<file path="config.mk">
export PLATFORM = sky130hd
export DESIGN_NAME = dmem_arbiter
export DESIGN_NICKNAME = d
export VERILOG_FILES = /design/src/rtl/dmem_arb_pkg.sv /design/src/rtl/dmem_arbiter_rr_arb2.sv /design/src/rtl/dmem_arbiter.sv
export SDC_FILE = /design/constraint.sdc
export NUM_CORES = 1
export LEC_CHECK = 0
export CORE_ASPECT_RATIO = 1.25
export CORE_UTILIZATION = 25
export CTS_CLUSTER_SIZE = 25
export DETAILED_ROUTE_END_ITERATION = 16
export PLACE_DENSITY = 0.69
export SYNTH_ARGS = -nofsm -noshare
export SYNTH_HDL_FRONTEND = slang
export SYNTH_SLANG_ARGS = --single-unit
</file>
<file path="constraint.sdc">
create_clock -name clk -period 1.6 [get_ports clk]
set_input_delay 0.24 -clock clk [delete_from_list [all_inputs] [get_ports clk]]
set_output_delay 0.24 -clock clk [all_outputs]
set_load 0.005 [all_outputs]
</file>
<file path="src/rtl/dmem_arb_pkg.sv">
// Shared types and constants for the data-memory arbiter.
//   arb_state_e : arbiter FSM states
//   arb_req_t   : request captured at grant time (we, addr, wdata)
//   PORT_*      : requester indices used as bit positions in grant vectors
//   word_aligned: true when a byte address points at a 32-bit word boundary
package dmem_arb_pkg;

  typedef enum logic [1:0] {
    IDLE   = 2'd0,
    ACCESS = 2'd1,
    WAIT   = 2'd2,
    RESP   = 2'd3
  } arb_state_e;

  // Requester indices; also the bit positions in the two-bit req/gnt vectors.
  localparam int PORT_CORE   = 0;
  localparam int PORT_LOADER = 1;

  // Deepest memory read pipeline the wait counter can cover.
  localparam int RD_LATENCY_MAX = 3;
  localparam int CNT_W          = $clog2(RD_LATENCY_MAX + 1);

  // Widths of the captured request. The arbiter's AW/DW parameters must
  // match these values.
  localparam int DMEM_AW = 32;
  localparam int DMEM_DW = 32;

  typedef struct packed {
    logic               we;
    logic [DMEM_AW-1:0] addr;
    logic [DMEM_DW-1:0] wdata;
  } arb_req_t;

  function automatic logic word_aligned(input logic [1:0] lsb);
    return (lsb == 2'b00);
  endfunction

endpackage

</file>
<file path="src/rtl/dmem_arbiter_rr_arb2.sv">
// Two-way request arbiter with a last-winner register.
// Latency: combinational grant; last winner updates on the accept edge.
// Backpressure: grants nothing while en_i is low; requesters simply hold req.
//
// Ports:
//   clk, reset   : clock, synchronous active-high reset (last winner -> loader)
//   en_i         : arbitration allowed this cycle
//   req_i[1:0]   : request vector, bit index = port number
//   accept_i     : a grant is being taken this cycle
//   gnt_o[1:0]   : one-hot (or zero) grant vector
//
// Build option DMEM_ARB_FIXED_PRIO_EN: when defined the core port always wins
// a tie and the last-winner register is held at its reset value.
module rr_arb2
  import dmem_arb_pkg::*;
(
  input  logic       clk,
  input  logic       reset,
  input  logic       en_i,
  input  logic [1:0] req_i,
  input  logic       accept_i,
  output logic [1:0] gnt_o
);

  // 1 = loader won most recently, so the core has priority on the next tie.
  logic last_winner_q;

  always_comb begin
    gnt_o = 2'b00;
    if (en_i) begin
      case (req_i)
        2'b01: gnt_o = 2'b01;
        2'b10: gnt_o = 2'b10;
        2'b11: begin
`ifdef DMEM_ARB_FIXED_PRIO_EN
          gnt_o = 2'b01;
`else
          // Tie: the port that did not win last time goes first.
          gnt_o = last_winner_q ? 2'b01 : 2'b10;
`endif
        end
        default: gnt_o = 2'b00;
      endcase
    end
  end

`ifdef DMEM_ARB_FIXED_PRIO_EN
  logic unused_accept;
  assign unused_accept = accept_i;

  always_ff @(posedge clk) begin
    if (reset) begin
      last_winner_q <= 1'b1;
    end
  end
`else
  always_ff @(posedge clk) begin
    if (reset) begin
      last_winner_q <= 1'b1;
    end else if (accept_i) begin
      last_winner_q <= gnt_o[PORT_LOADER];
    end
  end
`endif

endmodule

</file>
<file path="src/rtl/dmem_arbiter.sv">
// Shares one single-port data memory between the core (m0) and loader (m1).
// Latency: gnt cycle 0, mem_en cycle 1, rvalid cycle 2 (+RD_LATENCY on reads).
// Backpressure: one transaction in flight; gnt held low until the FSM is IDLE.
//
// Ports:
//   clk, reset              : clock, synchronous active-high reset
//   mX_req/we/addr/wdata    : requester X command, held stable until mX_gnt
//   mX_gnt                  : request accepted this cycle (combinational, IDLE only)
//   mX_rvalid/rdata/err     : one-cycle completion; rdata/err are 0 when rvalid is 0
//   mem_en/we/addr/wdata    : memory strobe and command, active only in ACCESS
//   mem_rdata               : memory read data, RD_LATENCY cycles after mem_en
//   busy                    : FSM is not IDLE
//
// Parameters: AW/DW must equal DMEM_AW/DMEM_DW in dmem_arb_pkg; RD_LATENCY 0..3.
// Build option DMEM_ARB_FIXED_PRIO_EN selects fixed core priority on ties
// (default: round-robin).
module dmem_arbiter
  import dmem_arb_pkg::*;
#(
  parameter int AW         = 32,
  parameter int DW         = 32,
  parameter int RD_LATENCY = 0
) (
  input  logic          clk,
  input  logic          reset,

  input  logic          m0_req,
  input  logic          m0_we,
  input  logic [AW-1:0] m0_addr,
  input  logic [DW-1:0] m0_wdata,
  output logic          m0_gnt,
  output logic          m0_rvalid,
  output logic [DW-1:0] m0_rdata,
  output logic          m0_err,

  input  logic          m1_req,
  input  logic          m1_we,
  input  logic [AW-1:0] m1_addr,
  input  logic [DW-1:0] m1_wdata,
  output logic          m1_gnt,
  output logic          m1_rvalid,
  output logic [DW-1:0] m1_rdata,
  output logic          m1_err,

  output logic          mem_en,
  output logic          mem_we,
  output logic [AW-1:0] mem_addr,
  output logic [DW-1:0] mem_wdata,
  input  logic [DW-1:0] mem_rdata,

  output logic          busy
);

  localparam logic [CNT_W-1:0] LAT = CNT_W'(RD_LATENCY);

  arb_state_e       state_q;
  arb_req_t         req_q;
  arb_req_t         req_d;
  logic             win_q;        // 1 = loader owns the current transaction
  logic [CNT_W-1:0] cnt_q;        // read cycles still to wait, counts down to 1
  logic             mem_en_q;

  logic             m0_rvalid_q, m1_rvalid_q;
  logic [DW-1:0]    m0_rdata_q,  m1_rdata_q;
  logic             m0_err_q,    m1_err_q;

  logic [1:0]       arb_gnt;
  logic             accept;

  // Response generated on the transition into RESP.
  logic             resp_fire;
  logic             resp_err;
  logic [DW-1:0]    resp_data;

  // ---------------------------------------------------------------------
  // Arbitration: only enabled in IDLE, so no grant can leak into a busy cycle.
  // ---------------------------------------------------------------------
  rr_arb2 u_rr_arb2 (
    .clk      (clk),
    .reset    (reset),
    .en_i     (state_q == IDLE),
    .req_i    ({m1_req, m0_req}),
    .accept_i (accept),
    .gnt_o    (arb_gnt)
  );

  assign accept = |arb_gnt;
  assign m0_gnt = arb_gnt[PORT_CORE];
  assign m1_gnt = arb_gnt[PORT_LOADER];

  // Winner's command, captured at the accept edge.
  always_comb begin
    req_d = '0;
    if (arb_gnt[PORT_LOADER]) begin
      req_d.we    = m1_we;
      req_d.addr  = DMEM_AW'(m1_addr);
      req_d.wdata = DMEM_DW'(m1_wdata);
    end else begin
      req_d.we    = m0_we;
      req_d.addr  = DMEM_AW'(m0_addr);
      req_d.wdata = DMEM_DW'(m0_wdata);
    end
  end

  // ---------------------------------------------------------------------
  // Completion decode. A misaligned access completes straight out of ACCESS
  // without touching memory; a read samples mem_rdata in the cycle the
  // memory presents it (ACCESS for a combinational memory, last WAIT cycle
  // otherwise).
  // ---------------------------------------------------------------------
  always_comb begin
    resp_fire = 1'b0;
    resp_err  = 1'b0;
    resp_data = '0;
    case (state_q)
      ACCESS: begin
        if (!word_aligned(req_q.addr[1:0])) begin
          resp_fire = 1'b1;
          resp_err  = 1'b1;
        end else if (req_q.we) begin
          resp_fire = 1'b1;
        end else if (RD_LATENCY == 0) begin
          resp_fire = 1'b1;
          resp_data = mem_rdata;
        end
      end
      WAIT: begin
        if (cnt_q == CNT_W'(1)) begin
          resp_fire = 1'b1;
          resp_data = mem_rdata;
        end
      end
      default: ;
    endcase
  end

  // ---------------------------------------------------------------------
  // FSM with registered outputs. Pulse outputs default to 0 every cycle and
  // are only raised on the edge that enters the state they belong to.
  // ---------------------------------------------------------------------
  always_ff @(posedge clk) begin
    if (reset) begin
      state_q     <= IDLE;
      req_q       <= '0;
      win_q       <= 1'b0;
      cnt_q       <= '0;
      mem_en_q    <= 1'b0;
      m0_rvalid_q <= 1'b0;
      m1_rvalid_q <= 1'b0;
      m0_rdata_q  <= '0;
      m1_rdata_q  <= '0;
      m0_err_q    <= 1'b0;
      m1_err_q    <= 1'b0;
    end else begin
      mem_en_q    <= 1'b0;
      m0_rvalid_q <= resp_fire & ~win_q;
      m1_rvalid_q <= resp_fire &  win_q;
      m0_rdata_q  <= (resp_fire & ~win_q) ? resp_data : '0;
      m1_rdata_q  <= (resp_fire &  win_q) ? resp_data : '0;
      m0_err_q    <= resp_fire & ~win_q & resp_err;
      m1_err_q    <= resp_fire &  win_q & resp_err;

      case (state_q)
        IDLE: begin
          if (accept) begin
            req_q    <= req_d;
            win_q    <= arb_gnt[PORT_LOADER];
            // Misaligned requests never strobe the memory.
            mem_en_q <= word_aligned(req_d.addr[1:0]);
            state_q  <= ACCESS;
          end
        end
        ACCESS: begin
          if (resp_fire) begin
            state_q <= RESP;
          end else begin
            cnt_q   <= LAT;
            state_q <= WAIT;
          end
        end
        WAIT: begin
          if (resp_fire) begin
            state_q <= RESP;
          end else begin
            cnt_q <= cnt_q - CNT_W'(1);
          end
        end
        RESP: begin
          state_q <= IDLE;
        end
        default: begin
          state_q <= IDLE;
        end
      endcase
    end
  end

  // Memory command is held in req_q and only exposed while mem_en_q is set,
  // so the bus reads as zero outside the ACCESS cycle.
  assign mem_en    = mem_en_q;
  assign mem_we    = mem_en_q & req_q.we;
  assign mem_addr  = mem_en_q ? req_q.addr[AW-1:0]  : '0;
  assign mem_wdata = mem_en_q ? req_q.wdata[DW-1:0] : '0;

  assign m0_rvalid = m0_rvalid_q;
  assign m1_rvalid = m1_rvalid_q;
  assign m0_rdata  = m0_rdata_q;
  assign m1_rdata  = m1_rdata_q;
  assign m0_err    = m0_err_q;
  assign m1_err    = m1_err_q;

  assign busy      = (state_q != IDLE);

endmodule

</file>
==> results.ini <==
[status]
result_of_the_run = complete, but fails checks
violations_in_the_final_reports = setup timing

[cts]
clock_tree_from_tritoncts = yes
cts.root.buffer_cell = sky130_fd_sc_hd__clkbuf_16
worst_skew_pair.late_latency_ns = 0.41
numCtsBuffers = 17
cts_num_sinks = 140
cts_buffer_depth = 2
cts.reportedPaths.clkPinSlew_ns = 0.07
cts-htree-levels = 4

[sta]
report.final.slew_viol_count = 0
final_period_minus_worst_setup_slack_ns = 1.60
setup_ws_ns = -0.000953
fin_crit_sh_pct = 100
worstMarginPinSlew_ns = 0.377
rsz0062_at_grt = true
clock.fmax_mhz = 625
hold_worst_slack_ns = 0.387
hold_viol = 0
report.final.setup_viol = 1
fin_skew_ns = 0.00771
setup_total_negative_slack_ns = -0.000953
slew-limit-headroom_pct = 74.8

[synth]
synth_top_cell_area_share_pct = 52.5
post_synth_num_cell_types = 40
syn-num-nets = 712
synth.largest_area_cell = sky130_fd_sc_hd__dfxtp_1
ys_ff_latch = 140
synthesis.instances = 541
netlist_top_cells_area = sky130_fd_sc_hd__dfxtp_1 53%, sky130_fd_sc_hd__and2_1 7.7%, sky130_fd_sc_hd__a221o_1 7.5%, sky130_fd_sc_hd__nor2_1 5.1%, sky130_fd_sc_hd__and3_1 4.7%
synth_seq_area_share_pct = 52.5
synthesis.area_per_instance_um2 = 9.86
ys.warnings.count = 0
post_synth_instance_area_um2 = 5340

[worst_setup_path]
worst-setup-path-type = reg2reg
regToRegSetupSlack_ns = -0.001
timing.critical_path.slowest_stage_cell = sky130_fd_sc_hd__dfxtp_2
cpPeakStageDelay_ns = 0.34
crit_path_start = state_q[1]$_SDFFE_PP0P_
data_required_time_at_the_worst_endpoint_ns = 1.90
critPathCaptureType = flop
crit_fanout = 16
crit_path_start_kind = flop
critPathBufInv = 4
reg2reg_from = state_q[1]$_SDFFE_PP0P_
cp_common_cell = sky130_fd_sc_hd__buf_4
path_delay_family = buffers and inverters
worstPathArrival_ns = 1.90
r2r-end = m1_rdata[29]$_SDFF_PP0_
worst-r2r-cell-count = 8
critical_path_cell_list = inv_2 -> buf_4 -> ha_4 -> buf_4 -> a21o_1 -> o2111ai_4 -> clkbuf_16 -> nor2_1

[global_routing]
grt_start_max_net_pins = 41
antenna_found_initial = 0
grt_util_all_layers_pct = 17.4
leftover_overflow_at_the_end_of_global_routing = 0
grt_pass1_wl_mm = 29.2
first_global_vias = 5463

[drt]
drcViolationCount = 0
final_antenna_net_count = 0
num_vias = 5460
drt_wl_total_mm = 20.6
avg_wl_per_cell_um = 17.7
drt_iter0_markers = 159
drt_pre_antenna_iters = 4
post_drt_via_cell_ratio = 4.67

[floorplanning]
fp.dieW_um = 133
initial_cell_density_of_the_core_pct = 25.5
core_area_um2 = 20900
dieHeight_um = 165
boundaryPins = 303
num_rows = 59
floorplan_die_area_um2 = 21900

[worst_hold_path]
hold_path_class = in2reg
hold_path.startpoint = mem_rdata[4]
holdPathStages = 3
min_delay_worst_endpoint = m0_rdata[4]$_SDFF_PP0_

[layout]
post_route_cells_drive_above_1_share_pct = 29.1
antenna_cells = 0
mostFrequentLayoutCells = 233 x sky130_fd_sc_hd__clkdlybuf4s50_1, 137 x sky130_fd_sc_hd__dfxtp_1, 49 x sky130_fd_sc_hd__nor2_1
flow.area_growth_from_synthesis_pct = 91.0
layout.filler_cells = 1972
layout_commonest_cell = sky130_fd_sc_hd__clkdlybuf4s50_1
fin_nets = 1052

[power_and_ir_drop]
irDropWorstVdd_mv = 0.672
cellPowerDensity_nw_per_um2 = 1210
leakagePower_nw = 4.16

[placed_design]
post-place-ws_ns = -0.378
placement.io_buffers = 302
gpl.final_weighted_congestion = 0.753
place.detailed.hpwl_mm = 13.0

[run]
cap_viol_max_count = 0

[cells by family (layout without fill, tap and decap cells)]
| family | count (synthesis) | in the layout | share of synthesized area (%) |
|---|---|---|---|
| compound gates | 112 | 112 | 18.4 |
| fa+ha+maj | 5 | 5 | 1.17 |
| buf+inv | 55 | 408 | 5.39 |
| flops | 140 | 140 | 52.5 |
| mux | 1 | 1 | 0.211 |
| simple gates | 228 | 228 | 22.3 |
[registers in the layout, indices dropped and copies added (netlist names)]
register,count
cnt_q,2
m0_err,1
m0_rdata,32
m0_rvalid,1
m1_err,1
m1_rdata,32
m1_rvalid,1
mem_en,1
req_q,65
state_q,2
u_rr_arb2.last_winner_q,1
win_q,1
[per-layer routing]
metal / global-route usage [%] / wire length (um)
met3: 5.37 / 1570
met2: 32.9 / 11000
met1: 18.0 / 7740
met4: 6.64 / 314
met5: 0 / 0
[power by group]
group | internal, mW | total (mW) | switching (mW)
clock network | 2.25 | 3.96 | 1.71
registers | 3.98 | 4.28 | 0.297
logic | 2.08 | 4.08 | 2.00
total | 8.31 | 12.3 | 4.00
[how the worst max path moves through the flow]
stage | end | cells after the start | slack (ns)
after floorplan | m0_rdata[10]$_SDFF_PP0_ | 7 | 0.05
after global placement | m0_gnt | 4 | -0.38
after detailed placement | m0_gnt | 4 | -0.38
after CTS | mem_addr[20] | 4 | -0.12
after global routing | m1_rdata[15]$_SDFF_PP0_ | 7 | -0.07
final | m1_rdata[29]$_SDFF_PP0_ | 8 | -0.001
[metrics by stage]
| step | area (um2) | power (mW) | util (%) | cells |
|---|---|---|---|---|
| 5_1_grt | 10200 | 13.0 | 48.8 | 1168 |
| 4_1_cts | 9630 | 11.9 | 46.1 | 1157 |
| 3_3_place_gp | 8950 | 7.54 | 42.9 | 1113 |
| 6_report | 10200 | 12.3 | 48.8 | 1168 |
| 3_5_place_dp | 8950 | 7.59 | 42.9 | 1113 |
| 2_1_floorplan | 5340 | 5.98 | - | 541 |
[layout make-up]
cell class	instances	area, um2	area share [%]
flip-flops and latches	140	2810	27.6
repair buffers	368	3860	37.9
inverters	8	32.5	0.319
clock buffers	18	439	4.31
multi-input cells	346	2560	25.1
well taps	274	343	3.36
clock inverters	14	149	1.46
[timing repair]
action,CTS,global route
cloned,7,9
resized for setup,278,134
hold buffers,0,0
setup buffers,7,5
pin swaps,3,39
endpoints found under the setup margin,117,161
[Yosys cell counts (all sizes together)]
cell type / number
o21ai: 6
o21a: 2
dfxtp: 140
ha: 5
o32ai: 2
nand2: 33
and2b: 1
o2111ai: 2
nor4: 1
nor4b: 1
a21boi: 1
inv: 8
and4: 1
nand2b: 2
and3: 40
clkbuf: 24
or2: 1
nor3: 4
and2: 66
buf: 23
nor3b: 1
a32oi: 23
a21bo: 1
nor2b: 2
nor2: 73
o2bb2ai: 23
mux2: 1
a221o: 40
a31oi: 2
a21oi: 6
nand3: 1
a211o: 1
a211oi: 2
or3: 1
a21o: 1
[worst register-to-register path: cells and delay by family (launching register included)]
| kind | cells | cell delay [ns] |
|---|---|---|
| buffers and inverters | 4 | 0.56 |
| AOI/OAI and AO/OA | 2 | 0.39 |
| DFF | 1 | 0.34 |
| adders and majority gates | 1 | 0.15 |
| and+or+nand+nor | 1 | 0.05 |
Note: power is estimated with default switching activity, not from simulation.
